[src/rtl/cache_miss_controller_pkg.sv]
// rtl/cache_miss_controller_pkg.sv - shared constants and FSM state encoding for the miss controller
package cache_miss_controller_pkg;

  localparam int TAG_W   = 24;
  localparam int INDEX_W = 3;
  localparam int WAYS    = 4;
  localparam int SETS    = 1 << INDEX_W;
  localparam int ADDR_W  = TAG_W + INDEX_W;

  typedef enum logic [2:0] {
    IDLE      = 3'd0,
    LOOKUP    = 3'd1,
    MISS_REQ  = 3'd2,
    MISS_WAIT = 3'd3,
    FILL      = 3'd4,
    RESP      = 3'd5
  } state_e;

endpackage

[src/rtl/cache_miss_controller_plru_tree4.sv]
// rtl/cache_miss_controller_plru_tree4.sv - per-set 3-bit tree pseudo-LRU state for a 4-way cache
module plru_tree4
  import cache_miss_controller_pkg::*;
(
  input  logic               clk_i,
  input  logic               rst_ni,
  input  logic [INDEX_W-1:0] rd_index_i,
  output logic [1:0]         victim_o,
  input  logic               touch_en_i,
  input  logic [INDEX_W-1:0] touch_index_i,
  input  logic [1:0]         touch_way_i
);

  // Bit layout {b2,b1,b0}: b0 picks the half, b1/b2 pick within ways 0/1 and 2/3.
  logic [2:0] bits_q [SETS];
  logic [2:0] rd_bits;

  assign rd_bits  = bits_q[rd_index_i];
  assign victim_o = rd_bits[0] ? {1'b1, rd_bits[2]} : {1'b0, rd_bits[1]};

  always_ff @(posedge clk_i or negedge rst_ni) begin
    if (!rst_ni) begin
      for (int s = 0; s < SETS; s++) begin
        bits_q[s] <= '0;
      end
    end else if (touch_en_i) begin
      bits_q[touch_index_i][0] <= ~touch_way_i[1];
      if (!touch_way_i[1]) begin
        bits_q[touch_index_i][1] <= ~touch_way_i[0];
      end else begin
        bits_q[touch_index_i][2] <= ~touch_way_i[0];
      end
    end
  end

endmodule

[src/rtl/cache_miss_controller.sv]
// rtl/cache_miss_controller.sv - lookup/miss sequencing FSM between pipeline, tag store and memory
module cache_miss_controller
  import cache_miss_controller_pkg::*;
(
  input  logic               clk_i,
  input  logic               rst_ni,
  input  logic               req_valid_i,
  output logic               req_ready_o,
  input  logic [TAG_W-1:0]   req_tag_i,
  input  logic [INDEX_W-1:0] req_index_i,
  output logic               rsp_valid_o,
  input  logic               rsp_ready_i,
  output logic               rsp_hit_o,
  output logic [1:0]         rsp_way_o,
  output logic [TAG_W-1:0]   ts_tag_o,
  output logic [INDEX_W-1:0] ts_index_o,
  output logic [1:0]         ts_way_o,
  output logic               ts_replace_o,
  input  logic               ts_hit_i,
  input  logic [1:0]         ts_way_hit_i,
  input  logic [3:0]         ts_valid_i,
  output logic               mem_req_valid_o,
  input  logic               mem_req_ready_i,
  output logic [ADDR_W-1:0]  mem_req_addr_o,
  input  logic               mem_rsp_valid_i
);

  state_e             state_q;
  logic [TAG_W-1:0]   tag_q;
  logic [INDEX_W-1:0] index_q;
  logic [1:0]         victim_q;
  logic [1:0]         victim_d;
  logic [1:0]         plru_victim;
  logic               req_ready_q;
  logic               rsp_valid_q;
  logic               rsp_hit_q;
  logic [1:0]         rsp_way_q;
  logic [1:0]         ts_way_q;
  logic               ts_replace_q;
  logic               mem_req_valid_q;
  logic               touch_en;
  logic [1:0]         touch_way;

  assign req_ready_o     = req_ready_q;
  assign rsp_valid_o     = rsp_valid_q;
  assign rsp_hit_o       = rsp_hit_q;
  assign rsp_way_o       = rsp_way_q;
  assign ts_tag_o        = tag_q;
  assign ts_index_o      = index_q;
  assign ts_way_o        = ts_way_q;
  assign ts_replace_o    = ts_replace_q;
  assign mem_req_valid_o = mem_req_valid_q;
  assign mem_req_addr_o  = {tag_q, index_q};

  // LOOKUP-hit and FILL are mutually exclusive states, so one touch per cycle at most.
  assign touch_en  = (state_q == LOOKUP && ts_hit_i) || (state_q == FILL);
  assign touch_way = (state_q == FILL) ? victim_q : ts_way_hit_i;

  plru_tree4 u_plru (
    .clk_i         (clk_i),
    .rst_ni        (rst_ni),
    .rd_index_i    (index_q),
    .victim_o      (plru_victim),
    .touch_en_i    (touch_en),
    .touch_index_i (index_q),
    .touch_way_i   (touch_way)
  );

  // Lowest-numbered invalid way wins; PLRU only decides when the set is full.
  always_comb begin
    victim_d = plru_victim;
    for (int w = WAYS - 1; w >= 0; w--) begin
      if (!ts_valid_i[w]) begin
        victim_d = w[1:0];
      end
    end
  end

  always_ff @(posedge clk_i or negedge rst_ni) begin
    if (!rst_ni) begin
      state_q         <= IDLE;
      tag_q           <= '0;
      index_q         <= '0;
      victim_q        <= '0;
      req_ready_q     <= 1'b1;
      rsp_valid_q     <= 1'b0;
      rsp_hit_q       <= 1'b0;
      rsp_way_q       <= '0;
      ts_way_q        <= '0;
      ts_replace_q    <= 1'b0;
      mem_req_valid_q <= 1'b0;
    end else begin
      unique case (state_q)
        IDLE: begin
          if (req_valid_i) begin
            tag_q       <= req_tag_i;
            index_q     <= req_index_i;
            req_ready_q <= 1'b0;
            state_q     <= LOOKUP;
          end
        end
        LOOKUP: begin
          if (ts_hit_i) begin
            rsp_hit_q   <= 1'b1;
            rsp_way_q   <= ts_way_hit_i;
            rsp_valid_q <= 1'b1;
            state_q     <= RESP;
          end else begin
            victim_q        <= victim_d;
            mem_req_valid_q <= 1'b1;
            state_q         <= MISS_REQ;
          end
        end
        MISS_REQ: begin
          if (mem_req_ready_i) begin
            mem_req_valid_q <= 1'b0;
            state_q         <= MISS_WAIT;
          end
        end
        MISS_WAIT: begin
          if (mem_rsp_valid_i) begin
            ts_way_q     <= victim_q;
            ts_replace_q <= 1'b1;
            state_q      <= FILL;
          end
        end
        FILL: begin
          ts_replace_q <= 1'b0;
          rsp_hit_q    <= 1'b0;
          rsp_way_q    <= victim_q;
          rsp_valid_q  <= 1'b1;
          state_q      <= RESP;
        end
        RESP: begin
          if (rsp_ready_i) begin
            rsp_valid_q <= 1'b0;
            req_ready_q <= 1'b1;
            state_q     <= IDLE;
          end
        end
        default: begin
          state_q <= IDLE;
        end
      endcase
    end
  end

endmodule
[config.mk]
export PLATFORM = sky130hd
export DESIGN_NAME = cache_miss_controller
export DESIGN_NICKNAME = d
export VERILOG_FILES = /design/src/rtl/cache_miss_controller_pkg.sv /design/src/rtl/cache_miss_controller_plru_tree4.sv /design/src/rtl/cache_miss_controller.sv
export SDC_FILE = /design/constraint.sdc
export NUM_CORES = 1
export LEC_CHECK = 0
export BUFFER_PORTS_ARGS = -buffer_cell sky130_fd_sc_hd__buf_2
export CORE_MARGIN = 2
export CORE_UTILIZATION = 46
export DETAILED_ROUTE_END_ITERATION = 8
export PLACE_DENSITY = 0.74
export REMOVE_ABC_BUFFERS = 1
export SKIP_LAST_GASP = 1
export SLEW_MARGIN = 20
export SYNTH_ARGS = -nofsm -noshare
export SYNTH_HDL_FRONTEND = slang
export SYNTH_SLANG_ARGS = --single-unit
[constraint.sdc]
create_clock -name clk_i -period 1.75 [get_ports clk_i]
set_clock_uncertainty 0.1 [all_clocks]
set_input_delay 0.2625 -clock clk_i [delete_from_list [all_inputs] [get_ports clk_i]]
set_output_delay 0.2625 -clock clk_i [all_outputs]
set_load 0.01 [all_outputs]
==> results.json, run 1 <==
{
  "status": "finished, violations left",
  "violations": "setup timing",
  "reg2reg_slack_ns": -0.11,
  "numCtsBuffers": 9,
  "area_delta_synth_final_pct": 29.19,
  "dpl.cell_count": 462,
  "worst_hold_slack_ns": 0.04280,
  "power_frac_comb": 0.489,
  "swShare": 0.3781,
  "synthTopCellsByArea": "dfrtp_1 (49%), mux2_2 (9.6%), buf_4 (7.1%)",
  "fin_cells": 488,
  "synth-main-ff-cell": "dfrtp_1",
  "syn_area_per_cell_um2": 11.74,
  "busiest_layer": "met2",
  "ctsLongestPathBuffers": 2,
  "synthCells": 279,
  "worst_setup_path_start_kind": "register",
  "worst_slack_ns": -0.1093,
  "ant_nets": 0,
  "r2r-end": "ts_tag_o[18]$_DFFE_PN0P_",
  "place_congestion": 0.8377,
  "cp.required_ns": 1.88,
  "cts.htree.levels": 3,
  "pwr-share-clk": 0.159,
  "rows": 30,
  "period_share": 1.062,
  "grt_util_all_layers": 0.2024,
  "worst_hold_path.endpoint": "ts_index_o[2]$_DFFE_PN0P_",
  "grt_pass1_vias": 2452,
  "synth_area_um2": 3274,
  "place_hpwl_um": 5101,
  "rr_startpoint": "state_q[1]$_DFFE_PN0P_",
  "p_leak_nw": 2.004,
  "synth_top_family_by_area": "multiplexers",
  "grt_pass1_wl_um": 12030,
  "grt_overflow": 0,
  "fmax_mhz": 537.8,
  "relSlewSlack": 0.7190,
  "drive_above_1_share": 0.5357,
  "worstHoldPathCells": 2,
  "die-area_um2": 7809,
  "grt_util_met1": 0.2810,
  "setup_viol": 42,
  "synthXorXnorAreaFrac": 0,
  "cp-end-kind": "register",
  "io_buffers": 102,
  "cts.sinks": 65,
  "ys_ff_latch": 65,
  "seq_area_frac_synth": 0.4971,
  "drt-pass1-iter-count": 5,
  "grt_max_degree": 66,
  "clk_latency_ns": 0.34,
  "synth_cell_type_count": 43,
  "wl_per_cell_um": 15.31,
  "fillers": 573,
  "hold_violations": 0,
  "cts_tree": "done",
  "synthMuxAreaShare": 0.2018,
  "worstPathArrival_ns": 1.99,
  "dpl_cell_area_um2": 3876,
  "pwr_density_cell_nw_per_um2": 1897,
  "path_class": "register to register",
  "synthSimpleGateAreaFrac": 0.1177,
  "maxCapViolations": 0,
  "p_seq_frac": 0.352,
  "dieHeight_um": 88.37,
  "slew_viol_final": 0,
  "period_needed_ns": 1.859,
  "post-synth-top-count-cell": "dfrtp_1",
  "synth_compound_area_frac": 0.08598,
  "power_mw": 8.025,
  "synth_commonest_cells": "dfrtp_1 (64), buf_4 (31), mux2_2 (28)",
  "setup_tns_ns": -3.104,
  "drc": 0,
  "antenna_found_initial": 0,
  "final_area_um2": 4230,
  "ff2ff_path_depth": 6,
  "path_max_fanout": 10,
  "met2_usage": 0.2994,
  "synth_top_area_frac": 0.4891,
  "hp-start": "req_index_i[2]",
  "initial_core_util": 0.4793,
  "tightest_slew_ns": 0.4205,
  "p_sw_mw": 3.034,
  "vias": 2515,
  "hold_class": "input port to register",
  "core-area_um2": 6832,
  "antenna_cells": 0,
  "die_w_um": 88.37,
  "drt-total-wl_um": 7473,
  "synthAdderAreaFrac": 0,
  "drt_iter0_drc": 221,
  "synth-edff-count": 0,
  "vdd_drop_max_uv": 1237,
  "intPower_mw": 4.991,
  "yosysTopAreaCell": "dfrtp_1",
  "grt_setup_unrepaired": "yes",
  "io_pins": 103,
  "yosys_warnings": 0,
  "vias_per_cell": 5.154,
  "nets": 427,
  "synth-async-reset-ratio": 1.000,
  "met3_usage": 0.07090,
  "clk_pin_slew_ns": 0.07,
  "root_buffer": "clkbuf_8"
}
-- state kept, by name, summed over array words and instances (netlist names) --
signal           count
ts_way_o             2
ts_replace_o         1
victim_q             2
u_plru.bits_q       24
rsp_valid_o          1
ts_tag_o            24
mem_req_valid_o      1
rsp_hit_o            1
ts_index_o           3
rsp_way_o            2
req_ready_o          1
state_q              3
-- critical path, cell delays in order, from the launching register on --
cell and delay, ns:
dfrtp_2 0.44, buf_4 0.18, nor2_2 0.15, nand2_2 0.09
nor2_4 0.24, clkbuf_16 0.21, mux2_2 0.33
-- layer usage --
layer	wire, um	share of wire
met5	0	0
met1	3372	0.45
met4	102	0.014
met3	562	0.075
met2	3436	0.46
-- through the flow --
stage	setup WS (ns)	utilization
after floorplan	-0.3817	-
after global placement	-0.06433	0.5674
after detailed placement	-0.08788	0.5674
after CTS	-0.1074	0.6081
after global routing	-0.1863	0.6192
final	-0.1093	0.6192
-- power by group through the flow --
| stage | Sequential, mW | Combinational (mW) | Clock (mW) |
|---|---|---|---|
| detailed placement | 2.82 | 3.72 | 0 |
| floorplan | 3.22 | 1.57 | 0 |
| global placement | 2.79 | 3.67 | 0 |
| finish | 2.83 | 3.92 | 1.28 |
| global route | 2.93 | 4.27 | 1.38 |
| CTS | 2.82 | 3.85 | 1.30 |
-- cells by family (layout without fill, tap and decap cells) --
group | count (synthesis) | count (layout)
DFF | 65 | 65
buffers and inverters | 50 | 163
AOI/OAI and AO/OA | 41 | 41
muxes | 55 | 55
and+or+nand+nor | 68 | 68
-- worst max path at each step --
stage,from,cells past startpoint,slack (ns),end
2_1_floorplan,state_q[1]$_DFFE_PN0P_,4,-0.38,u_plru.bits_q[19]$_DFFE_PN0P_
3_3_place_gp,state_q[0]$_DFFE_PN0P_,4,-0.06,u_plru.bits_q[20]$_DFFE_PN0P_
3_5_place_dp,state_q[2]$_DFFE_PN0P_,4,-0.09,u_plru.bits_q[20]$_DFFE_PN0P_
4_1_cts,state_q[1]$_DFFE_PN0P_,5,-0.11,u_plru.bits_q[16]$_DFFE_PN0P_
5_1_grt,state_q[1]$_DFFE_PN0P_,5,-0.19,u_plru.bits_q[16]$_DFFE_PN0P_
6_report,state_q[1]$_DFFE_PN0P_,6,-0.11,ts_tag_o[18]$_DFFE_PN0P_
-- repair_timing --
item                                    CTS  global route
hold buffers                              1             0
gates resized for setup                   4            10
hold endpoints to repair                 64             0
endpoints found under the setup margin   44            49
setup buffers                             5             1
pin swaps                                 1             6
cloned                                    1             2
-- cell usage in the layout, fill, tap and decap left out, drive strengths merged, types with 6 or more instances in the layout --
cell type,n
a21oi,10
buf,138
clkbuf,13
dfrtp,64
inv,6
mux2,45
mux2i,6
nand2,23
nand3,8
nand3b,7
nor2,7
nor3,6
o21ai,10
-- cell type report --
type	instances	area, um2	share of cell area
clock buffer	11	141.4	0.03342
clock inverter	5	55.05	0.01301
inverter	6	22.52	0.005324
multi-input combinational	164	1360	0.3215
sequential	65	1633	0.3860
tap	96	120.1	0.02839
timing repair buffer	141	898.4	0.2124
(Power assumes the default switching activity.)
==> inputs of run 2 (changes only) <==
--- a/config.mk
+++ b/config.mk
@@ -9,6 +9,7 @@
 export CORE_MARGIN = 2
 export CORE_UTILIZATION = 46
 export DETAILED_ROUTE_END_ITERATION = 8
+export HOLD_SLACK_MARGIN = 0.15
 export PLACE_DENSITY = 0.74
 export REMOVE_ABC_BUFFERS = 1
 export SKIP_LAST_GASP = 1
==> constraint.sdc (replaced) <==
create_clock -name clk_i -period 1.7 [get_ports clk_i]
set_clock_uncertainty 0.1 [all_clocks]
set_input_delay 0.255 -clock clk_i [delete_from_list [all_inputs] [get_ports clk_i]]
set_output_delay 0.255 -clock clk_i [all_outputs]
set_load 0.01 [all_outputs]
==> results.json, run 2 (synthesized netlist as in run 1, its figures left out) <==
{
  "drive_above_1_share": 0.5222,
  "final_area_um2": 4723,
  "tightest_slew_ns": 0.3880,
  "drt-total-wl_um": 8481,
  "die_w_um": 88.37,
  "p_leak_nw": 2.248,
  "ant_nets": 0,
  "cp-end-kind": "register",
  "path_max_fanout": 17,
  "pwr_density_cell_nw_per_um2": 1889,
  "place_congestion": 0.8623,
  "cts.sinks": 65,
  "drt-pass1-iter-count": 5,
  "cp_slowest_cell": "dfrtp_2",
  "vias": 2678,
  "area_delta_synth_final_pct": 44.25,
  "cts.htree.levels": 3,
  "grt_setup_unrepaired": "yes",
  "crit_buf_inv": 2,
  "fin_cells": 523,
  "antenna_cells": 0,
  "clk_pin_slew_ns": 0.07,
  "wl_per_cell_um": 16.22,
  "mostFrequentLayoutCells": "buf_2 (104), dfrtp_1 (61), dlygate4sd3_1 (30), buf_4 (29), nand2_1 (22)",
  "worst_setup_path_start_kind": "register",
  "cp.required_ns": 1.81,
  "grt_pass1_vias": 2625,
  "maxCapViolations": 0,
  "clk_latency_ns": 0.34,
  "place_hpwl_um": 5121,
  "worst_hold_slack_ns": 0.1605,
  "relSlewSlack": 0.7393,
  "period_needed_ns": 1.852,
  "core-area_um2": 6832,
  "io_pins": 103,
  "setup_viol": 45,
  "ctsLongestPathBuffers": 2,
  "path_class": "register to register",
  "drt_iter0_drc": 203,
  "final_common_cell": "buf_2",
  "crit_chain": "nor3b_4 > mux2i_2 > buf_12 > buf_4 > nor3_2 > mux2_1",
  "status": "finished, violations left",
  "initial_core_util": 0.4793,
  "grt_max_degree": 66,
  "final_util": 0.6914,
  "setup_tns_ns": -4.471,
  "dpl.cell_count": 462,
  "root_buffer": "clkbuf_8",
  "fmax_mhz": 540.0,
  "vdd_drop_max_uv": 1136,
  "rows": 30,
  "vias_per_cell": 5.120,
  "grt_overflow": 0,
  "hold_violations": 0,
  "period_share": 1.089,
  "drc": 0,
  "nets": 462,
  "cts_tree": "done",
  "max_stage_delay_ns": 0.45,
  "path_delay_family": "multiplexers",
  "io_buffers": 102,
  "dpl_cell_area_um2": 3876,
  "grt_util_all_layers": 0.2137,
  "slew_viol_final": 0,
  "die-area_um2": 7809,
  "grt_pass1_wl_um": 12800,
  "hold_class": "input port to register",
  "dieHeight_um": 88.37,
  "worst_slack_ns": -0.1520,
  "antenna_found_initial": 0,
  "violations": "setup timing",
  "worstPathArrival_ns": 1.96,
  "numCtsBuffers": 9,
  "fillers": 475
}
## run 2: final timing paths
kind,start,to,slack [ns],depth (start not counted)
setup / recovery,state_q[0]$_DFFE_PN0P_,u_plru.bits_q[5]$_DFFE_PN0P_,-0.15,6
hold / removal,mem_req_ready_i,mem_req_valid_o$_DFFE_PN0P_,0.16,4
setup reg to reg,state_q[0]$_DFFE_PN0P_,u_plru.bits_q[5]$_DFFE_PN0P_,-0.15,6
hold reg to reg,u_plru.bits_q[14]$_DFFE_PN0P_,u_plru.bits_q[14]$_DFFE_PN0P_,0.39,1
max in group asynchronous,rst_ni,req_ready_o$_DFFE_PN1P_,0.82,3
min in group asynchronous,rst_ni,ts_tag_o[4]$_DFFE_PN0P_,0.35,3
## run 2: cell type report
class | count | area [um2] | area share
multi-input combinational | 164 | 1469 | 0.3110
timing repair buffer | 176 | 1275 | 0.2699
tap | 96 | 120.1 | 0.02543
clock inverter | 4 | 70.07 | 0.01483
sequential | 65 | 1632 | 0.3454
clock buffer | 12 | 135.1 | 0.02861
inverter | 6 | 22.52 | 0.004768
## run 2: metrics by stage
stage / setup WS [ns] / power [mW]
floorplan: -0.4317 / 4.925
global placement: -0.1047 / 6.646
detailed placement: -0.1386 / 6.739
CTS: -0.1721 / 8.450
global route: -0.2137 / 9.450
finish: -0.1520 / 8.920
## run 2: what timing repair did
action                                 CTS  global route
buffers inserted                         3             8
hold buffers                            30             0
setup endpoints to repair               45            55
pin swaps                                9             8
gates resized for setup                 10            36
endpoints found under the hold margin   96             0
cloned                                   2             3
## run 2: routing by layer
metal,GRT usage,wire [um],share of wire
met1,0.3004,3738,0.44
met2,0.3288,3994,0.47
met3,0.05317,597,0.070
met4,0.06749,150,0.018
met5,0,0,0
## run 2: worst min-delay path: stages
cell and delay [ns]:
buf_2 0.10, nand2b_1 0.07, o21ai_0 0.07, o21ai_0 0.07
## run 2: power by group
group | internal (mW) | switching [mW]
Clock | 0.824 | 0.584
Sequential | 2.31 | 0.644
Combinational | 2.46 | 2.10
==> inputs of run 3 (changes only) <==
--- a/config.mk
+++ b/config.mk
@@ -5,7 +5,9 @@
 export SDC_FILE = /design/constraint.sdc
 export NUM_CORES = 1
 export LEC_CHECK = 0
+export ABC_AREA = 1
 export BUFFER_PORTS_ARGS = -buffer_cell sky130_fd_sc_hd__buf_2
+export CORE_ASPECT_RATIO = 1.5
 export CORE_MARGIN = 2
 export CORE_UTILIZATION = 46
 export DETAILED_ROUTE_END_ITERATION = 8
==> results.json, run 3 <==
{
  "initial_core_util": 0.4692,
  "rows": 37,
  "cp.required_ns": 1.86,
  "final_area_um2": 4333,
  "die-area_um2": 7638,
  "relSlewSlack": 0.7626,
  "path_max_fanout": 8,
  "grt_max_degree": 66,
  "multi_input_area_um2": 1185,
  "vdd_drop_max_uv": 1053,
  "ff_latch_area_um2": 1630,
  "place_hpwl_um": 5254,
  "dpl.cell_count": 564,
  "synthCells": 407,
  "tightest_slew_ns": 0.3533,
  "maxCapViolations": 0,
  "synth_cell_type_count": 25,
  "synthXorXnorAreaFrac": 0,
  "final_common_cell": "nand2_1",
  "drc": 0,
  "vias_per_cell": 4.888,
  "grt_util_all_layers": 0.2207,
  "drt-total-wl_um": 7905,
  "synth_area_um2": 3193,
  "numCtsBuffers": 9,
  "io_pins": 103,
  "clk_latency_ns": 0.35,
  "place_congestion": 0.8675,
  "area_delta_synth_final_pct": 35.70,
  "synth_top_family_by_area": "simple AND/OR/NAND/NOR gates",
  "cts.sinks": 65,
  "drive_above_1_share": 0.3019,
  "path_class": "register to register",
  "synth-edff-count": 0,
  "dpl_cell_area_um2": 3694,
  "ys_ff_latch": 65,
  "fillers": 548,
  "status": "finished clean",
  "core-area_um2": 6805,
  "synthTopCellsByArea": "dfrtp_1 (50%), nand2_1 (20%), buf_4 (6.3%)",
  "drt-pass1-iter-count": 4,
  "post-synth-top-count-cell": "nand2_1",
  "synth_top_area_frac": 0.5016,
  "yosysTopAreaCell": "dfrtp_1",
  "root_buffer": "clkbuf_8",
  "nets": 575,
  "synthAdderAreaFrac": 0,
  "drt_iter0_drc": 218,
  "die_w_um": 72.03,
  "vias": 3021,
  "slew_viol_final": 0,
  "ant_nets": 0,
  "synth_compound_area_frac": 0.07171,
  "io_buffers": 102,
  "syn_area_per_cell_um2": 7.845,
  "grt_setup_unrepaired": "yes",
  "cts_tree": "done",
  "seq_area_frac_synth": 0.5098,
  "mostFrequentLayoutCells": "nand2_1 (167), buf_2 (102), dfrtp_1 (62), inv_1 (40), dlygate4sd3_1 (36)",
  "worst_hold_slack_ns": 0.2137,
  "worst_setup_path_start_kind": "register",
  "final_util": 0.6367,
  "power_mw": 7.820,
  "wl_per_cell_um": 12.79,
  "synth_commonest_cells": "nand2_1 (169), dfrtp_1 (64), inv_1 (40)",
  "pwr_density_cell_nw_per_um2": 1805,
  "fin_cells": 618,
  "p_leak_nw": 2.356,
  "grt_pass1_vias": 3045,
  "hold_violations": 0,
  "setup_viol": 0,
  "clk_pin_slew_ns": 0.08,
  "worst_slack_ns": 0.04801,
  "antenna_cells": 0,
  "hold_class": "input port to register",
  "dieHeight_um": 106.0,
  "grt_overflow": 0,
  "fmax_mhz": 605.3,
  "synth-async-reset-ratio": 1.000,
  "cp-end-kind": "register",
  "period_share": 0.9718,
  "yosys_warnings": 0,
  "synth-main-ff-cell": "dfrtp_1",
  "ctsLongestPathBuffers": 2,
  "synthMuxAreaShare": 0,
  "synthSimpleGateAreaFrac": 0.2849,
  "setup_tns_ns": 0,
  "reg2reg_slack_ns": 0.05,
  "antenna_found_initial": 0,
  "grt_pass1_wl_um": 13200,
  "period_needed_ns": 1.652,
  "pre_cts_slack_ns": -0.06585,
  "worstPathArrival_ns": 1.81,
  "cts.htree.levels": 3
}
-- run 3: repair_timing --
item                                   in CTS  in global routing
resized for setup                           2                 17
setup buffers                               0                  2
pin swaps                                   0                  3
hold buffers                               36                  0
setup endpoints to repair                   2                 26
endpoints found under the hold margin     100                  0
-- run 3: worst max-delay path, cell delays in order, from the launching register on --
cell and delay (ns):
dfrtp_2 0.46, nor2_2 0.23, inv_1 0.12, nor2_1 0.17, inv_1 0.10, nor2_4 0.14
a21oi_1 0.08, a31oi_1 0.17
-- run 3: logic make-up (layout without fill, tap and decap cells) --
group / after synthesis / after routing
simple gates: 218 / 218
buf+inv: 82 / 215
flops: 65 / 65
compound gates: 42 / 42
-- run 3: power breakdown --
group          internal [mW]  total (mW)  switching (mW)
clock network          0.689        1.35           0.657
registers               2.27        2.75           0.474
logic                   1.49        3.73            2.24
-- run 3: layer usage --
metal	vias up	share of wire	wire length, um	GRT usage
met5	-	0	0	0
met2	93	0.53	4172	0.3849
met1	1420	0.39	3096	0.2516
met4	0	0.028	222	0.09434
li1	1487	-	-	-
met3	21	0.052	414	0.05592
-- run 3: area by class of cell --
type                            instances  share of cell area
Inverter                               43             0.03898
Sequential cell                        65              0.3763
Clock buffer                            9             0.02859
Timing Repair Buffer                  156              0.2417
Clock inverter                          7             0.01848
Tap cell                               78             0.02252
Multi-Input combinational cell        260              0.2735
-- run 3: worst paths after layout --
check | endpoint | start | cells past startpoint
max | u_plru.bits_q[19]$_DFFE_PN0P_ | ts_index_o[1]$_DFFE_PN0P_ | 7
min | victim_q[1]$_DFFE_PN0P_ | ts_valid_i[3] | 4
max reg2reg | u_plru.bits_q[19]$_DFFE_PN0P_ | ts_index_o[1]$_DFFE_PN0P_ | 7
min reg2reg | mem_req_valid_o$_DFFE_PN0P_ | mem_req_valid_o$_DFFE_PN0P_ | 2
max in group asynchronous | req_ready_o$_DFFE_PN1P_ | rst_ni | 3
min in group asynchronous | u_plru.bits_q[5]$_DFFE_PN0P_ | rst_ni | 3
